$ cat src/rtl/deser4_pkg.sv
// Shared constants and slot mapping for the 4-bit deserializer.
// Arrival order k (0 = first bit) maps to word slot k, or 3-k when MSB first.
package deser4_pkg;

    localparam int WORD_W = 4;
    localparam int CNT_W  = 2;

    function automatic logic [CNT_W-1:0] slot_idx(input logic [CNT_W-1:0] cnt,
                                                  input logic             msb_first);
        logic [CNT_W-1:0] idx;
        if (msb_first) begin
            idx = 2'd3 - cnt;
        end else begin
            idx = cnt;
        end
        return idx;
    endfunction

endpackage

$ cat src/rtl/deser4_shift.sv
// Bit collector: tracks the arrival count, keeps the first three bits in
// arrival order and emits the assembled word with a one-cycle done strobe.
module deser4_shift
    import deser4_pkg::*;
#(
    parameter bit MSB_FIRST = 1'b0
) (
    input  logic              CK,
    input  logic              CDN,
    input  logic              SI,
    input  logic              SV,
    input  logic              SYNC,
    output logic [WORD_W-1:0] word,
    output logic              done
);

    logic [CNT_W-1:0]  cnt_r;
    logic [CNT_W-1:0]  cnt_nxt_s;
    logic [WORD_W-2:0] sr_r;
    logic [WORD_W-2:0] sr_nxt_s;

    // Next count / partial bits and the completion strobe
    always_comb begin
        cnt_nxt_s = cnt_r;
        sr_nxt_s  = sr_r;
        done      = 1'b0;
        if (SYNC) begin
            // A resync bit always starts a fresh word, so it can never complete one
            sr_nxt_s = 3'b000;
            if (SV) begin
                sr_nxt_s[0] = SI;
                cnt_nxt_s   = 2'd1;
            end else begin
                cnt_nxt_s   = 2'd0;
            end
        end else if (SV) begin
            if (cnt_r == 2'd3) begin
                cnt_nxt_s = 2'd0;
                done      = 1'b1;
            end else begin
                for (int i = 0; i < WORD_W - 1; i++) begin
                    sr_nxt_s[i] = (cnt_r == CNT_W'(i)) ? SI : sr_r[i];
                end
                cnt_nxt_s = cnt_r + 2'd1;
            end
        end else begin
            cnt_nxt_s = cnt_r;
            sr_nxt_s  = sr_r;
        end
    end

    // Word assembly: stored bits plus the live fourth bit, placed by slot mapping
    always_comb begin
        word = {WORD_W{1'b0}};
        for (int i = 0; i < WORD_W - 1; i++) begin
            word[slot_idx(CNT_W'(i), MSB_FIRST)] = sr_r[i];
        end
        word[slot_idx(2'd3, MSB_FIRST)] = SI;
    end

    // Count and partial-bit registers
    always_ff @(posedge CK) begin
        if (!CDN) begin
            cnt_r <= 2'd0;
            sr_r  <= 3'b000;
        end else begin
            cnt_r <= cnt_nxt_s;
            sr_r  <= sr_nxt_s;
        end
    end

endmodule

$ cat src/rtl/deser4_sync.sv
// 4-bit serial-to-parallel deserializer with registered valid/ready output
// holding stage, frame resync and a sticky overflow flag.
module deser4_sync
    import deser4_pkg::*;
#(
    parameter bit MSB_FIRST  = 1'b0,
    parameter bit OVF_CLR_EN = 1'b1
) (
    input  logic              CK,
    input  logic              CDN,
    input  logic              SI,
    input  logic              SV,
    input  logic              SYNC,
    input  logic              RDY,
    input  logic              CLR_OVF,
    output logic [WORD_W-1:0] Q,
    output logic              QV,
    output logic              OVF
);

    logic [WORD_W-1:0] word_s;
    logic              done_s;
    logic [WORD_W-1:0] q_r;
    logic [WORD_W-1:0] q_nxt_s;
    logic              qv_r;
    logic              qv_nxt_s;
    logic              ovf_r;
    logic              ovf_nxt_s;
    logic              drop_s;

    deser4_shift #(
        .MSB_FIRST (MSB_FIRST)
    ) u_shift (
        .CK   (CK),
        .CDN  (CDN),
        .SI   (SI),
        .SV   (SV),
        .SYNC (SYNC),
        .word (word_s),
        .done (done_s)
    );

    // Holding-register handshake and overflow next state
    always_comb begin
        q_nxt_s   = q_r;
        qv_nxt_s  = qv_r;
        ovf_nxt_s = ovf_r;
        drop_s    = done_s && qv_r && !RDY;
        if (done_s && !drop_s) begin
            // Covers both an empty holder and a same-edge accept-and-reload
            q_nxt_s  = word_s;
            qv_nxt_s = 1'b1;
        end else if (qv_r && RDY) begin
            qv_nxt_s = 1'b0;
        end else begin
            qv_nxt_s = qv_r;
        end
        if (drop_s) begin
            ovf_nxt_s = 1'b1;
        end else if (CLR_OVF && OVF_CLR_EN) begin
            ovf_nxt_s = 1'b0;
        end else begin
            ovf_nxt_s = ovf_r;
        end
    end

    // Output registers
    always_ff @(posedge CK) begin
        if (!CDN) begin
            q_r   <= 4'b0000;
            qv_r  <= 1'b0;
            ovf_r <= 1'b0;
        end else begin
            q_r   <= q_nxt_s;
            qv_r  <= qv_nxt_s;
            ovf_r <= ovf_nxt_s;
        end
    end

    assign Q   = q_r;
    assign QV  = qv_r;
    assign OVF = ovf_r;

endmodule
$ cat config.mk
export PLATFORM = sky130hd
export DESIGN_NAME = deser4_sync
export DESIGN_NICKNAME = d
export VERILOG_FILES = /design/src/rtl/deser4_pkg.sv /design/src/rtl/deser4_shift.sv /design/src/rtl/deser4_sync.sv
export SDC_FILE = /design/constraint.sdc
export NUM_CORES = 1
export LEC_CHECK = 0
export CAP_MARGIN = 10
export CORE_AREA = 2 2 39 41
export DETAILED_ROUTE_END_ITERATION = 12
export DIE_AREA = 0 0 41 43
export PLACE_DENSITY_LB_ADDON = 0.2
export SLEW_MARGIN = 10
export SYNTH_ARGS = -nofsm -noshare
export SYNTH_HDL_FRONTEND = slang
export SYNTH_SLANG_ARGS = --single-unit
$ cat constraint.sdc
create_clock -name CK -period 1.5 [get_ports CK]
set_input_delay 0.225 -clock CK [delete_from_list [all_inputs] [get_ports CK]]
set_output_delay 0.225 -clock CK [all_outputs]
set_load 0.01 [all_outputs]
==> impl_metrics.py <==
metrics = {
    "clock_network": {
        "cts_max_level": 1,
        "max-clock-path-buffers": 2,
        "cts_setup_buffers": 0,
        "clkLatencyLatePin_ns": 0.27,
        "postCtsHoldBufs": 0,
        "post_cts_resized": 0,
        "cts_root_buf": "clkbuf_4",
        "cts_tree": "yes",
        "clk_pin_slew_ns": 0.06,
        "cts_made_buffers": 3,
        "cts.sinks": 11,
    },
    "flow_run": {
        "maxCapViolCount": 0,
    },
    "detailed_routing": {
        "vias": 426,
        "first_pass_iters": 4,
        "drt_iter0_markers": 2,
        "wl_per_cell_um": 10.6,
        "via_per_inst": 4.84,
        "finalWirelength_um": 930,
        "drc": 0,
        "ant_nets": 0,
    },
    "placed_design": {
        "place.gp.congestion": 0.705,
        "placement.cell_area_sq_um": 683,
        "port_buffers": 12,
        "post-dp-hpwl_um": 713,
    },
    "power_and_ir_drop": {
        "cellPowerDensity_nw_per_um2": 781,
        "power_leakage_uw": 0.000286,
        "vdd_drop_max_mv": 0.685,
        "total_power_uw": 554,
    },
    "critical_path": {
        "path_delay_family": "buffers and inverters",
        "crit_cells": 1,
        "crit_slowest_cell": "clkdlybuf4s50_1",
        "worst-r2r-cell-count": 4,
        "crit_chain": "clkdlybuf4s50_1",
        "critPathMaxStageDelay_ns": 0.54,
        "path_max_fanout": 2,
        "crit_required_ns": 1.27,
        "cp_num_buf_inv": 1,
        "worstSetupPathType": "flip-flop to primary output",
        "cp-start-kind": "flip-flop",
        "cp.arrival_ns": 1.14,
        "critPathCaptureType": "primary output",
    },
    "timing": {
        "setup_tns_ns": 0,
        "rsz0062_at_grt": "no",
        "min_period_over_period_pct": 91.0,
        "hold_violations": 0,
        "slew_violations": 0,
        "finClkSkew_ns": 0.00666,
        "worst_slew_pin_slew_ns": 0.410,
        "period_needed_ns": 1.37,
        "slew_headroom_pct": 72.6,
        "setup_viol": 0,
        "max_freq_mhz": 732,
    },
    "global_routing": {
        "grt_pass1_vias": 383,
        "grt_max_degree": 14,
        "antenna_found_initial": 0,
        "track_usage_pct": 13.8,
        "grt_pass1_wl_um": 1560,
        "overflow": 0,
    },
    "floorplan": {
        "fp.dieW_um": 41,
        "io_pins": 13,
        "core_sq_um": 1380,
        "start_util_pct": 40.1,
        "dieArea_sq_um": 1760,
        "fp-row-count": 14,
        "die_h_um": 43,
    },
    "layout": {
        "finalNetCount": 84,
        "syn2layout_area_growth_pct": 27.7,
        "insertedDiodeCount": 0,
        "final_cell_mix": "12 x clkdlybuf4s50_1, 11 x dfxtp_1, 8 x nand2_1, 7 x mux2i_1",
        "fin_area_sq_um": 709,
        "drive_gt1_share_pct": 11.1,
        "multiInputGateArea_sq_um": 293,
        "n_fill_cell": 149,
        "area.sequential_sq_um": 220,
        "layout_commonest_cell": "clkdlybuf4s50_1",
    },
    "logic_synthesis": {
        "synth_nets": 68,
        "synth_area_sq_um": 556,
        "yosys.cell_types.count": 20,
        "yosysSeqAreaShare_pct": 39.6,
        "synth-seq-cells": 11,
        "syn_inst": 57,
        "syn_avg_cell_area_sq_um": 9.75,
        "yosysWarnings": 0,
    },
    "min_path": {
        "min_path_type": "flip-flop to flip-flop",
        "min_path_cells": 2,
    },
    "status": {
        "status": "finished, final reports clean",
    },
}
synthesized netlist by cell type (all sizes together):
cell	count	area [sq um]
nand2	8	30.0
inv	4	15.0
nor2	4	15.0
nor2b	2	17.5
buf	3	27.5
nand3b	3	35.0
or3	1	6.26
and2	1	6.26
a211o	1	8.76
nand2b	2	12.5
o22ai	1	6.26
o211ai	1	7.51
ha	4	50.1
a21boi	3	22.5
o21ai	1	5.00
dfxtp	11	220
mux2i	7	70.1
sequential cells by signal (all words and copies together), names as in the netlist:
name and cells:
u_shift.cnt_r 2, Q 4, QV 1, u_shift.sr_r 3, OVF 1
cell type report:
type | instances | share of cell area [%]
Multi-Input combinational cell | 39 | 41.3
Sequential cell | 11 | 31.0
Timing Repair Buffer | 14 | 19.0
Clock buffer | 4 | 3.70
Tap cell | 16 | 2.82
Inverter | 4 | 2.12
layer usage:
| metal | wire length [um] | vias up | GRT usage [%] |
|---|---|---|---|
| met5 | 0 | - | 0 |
| met4 | 9 | 0 | 6.00 |
| met3 | 75 | 2 | 9.95 |
| met2 | 424 | 11 | 19.4 |
| met1 | 420 | 196 | 15.3 |
| li1 | - | 217 | - |
worst paths after layout:
path / slack, ns / from / endpoint
setup reg to reg: 0.15 / u_shift.cnt_r[0] / Q[0]
hold reg to reg: 0.46 / Q[1] / Q[1]
setup / recovery: 0.13 / Q[2] / Q[2]
hold / removal: 0.46 / Q[1] / Q[1]
cell families after synthesis:
kind of cell	Yosys count	share of synthesized area (%)
AOI/OAI and AO/OA	7	9.01
muxes	7	12.6
DFF	11	39.6
adders and majority gates	4	9.01
and+or+nand+nor	21	22.1
buffers and inverters	7	7.66
worst reg2reg max path, stage by stage (launching register included):
cell and delay, ns:
dfxtp_1 0.39, ha_1 0.30, nand3b_4 0.11, nor2b_2 0.26, mux2i_1 0.21
power by group:
| part | switching, uW | total, uW | internal (uW) | leakage, uW |
|---|---|---|---|---|
| Combinational | 24.1 | 55.8 | 31.7 | 0.000182 |
| Sequential | 3.58 | 300 | 296 | 0.0000891 |
| Clock | 95.2 | 198 | 103 | 0.0000150 |
through the flow:
step	std cells	worst slack, ns	hold slack, ns	utilization (%)
floorplan	57	0.311	0.367	-
global placement	84	0.0963	0.450	49.4
detailed placement	84	0.0702	0.452	49.4
CTS	88	0.116	0.462	51.3
global route	88	0.0317	0.492	51.3
finish	88	0.134	0.460	51.3
Note: power is estimated with default switching activity, not from simulation.
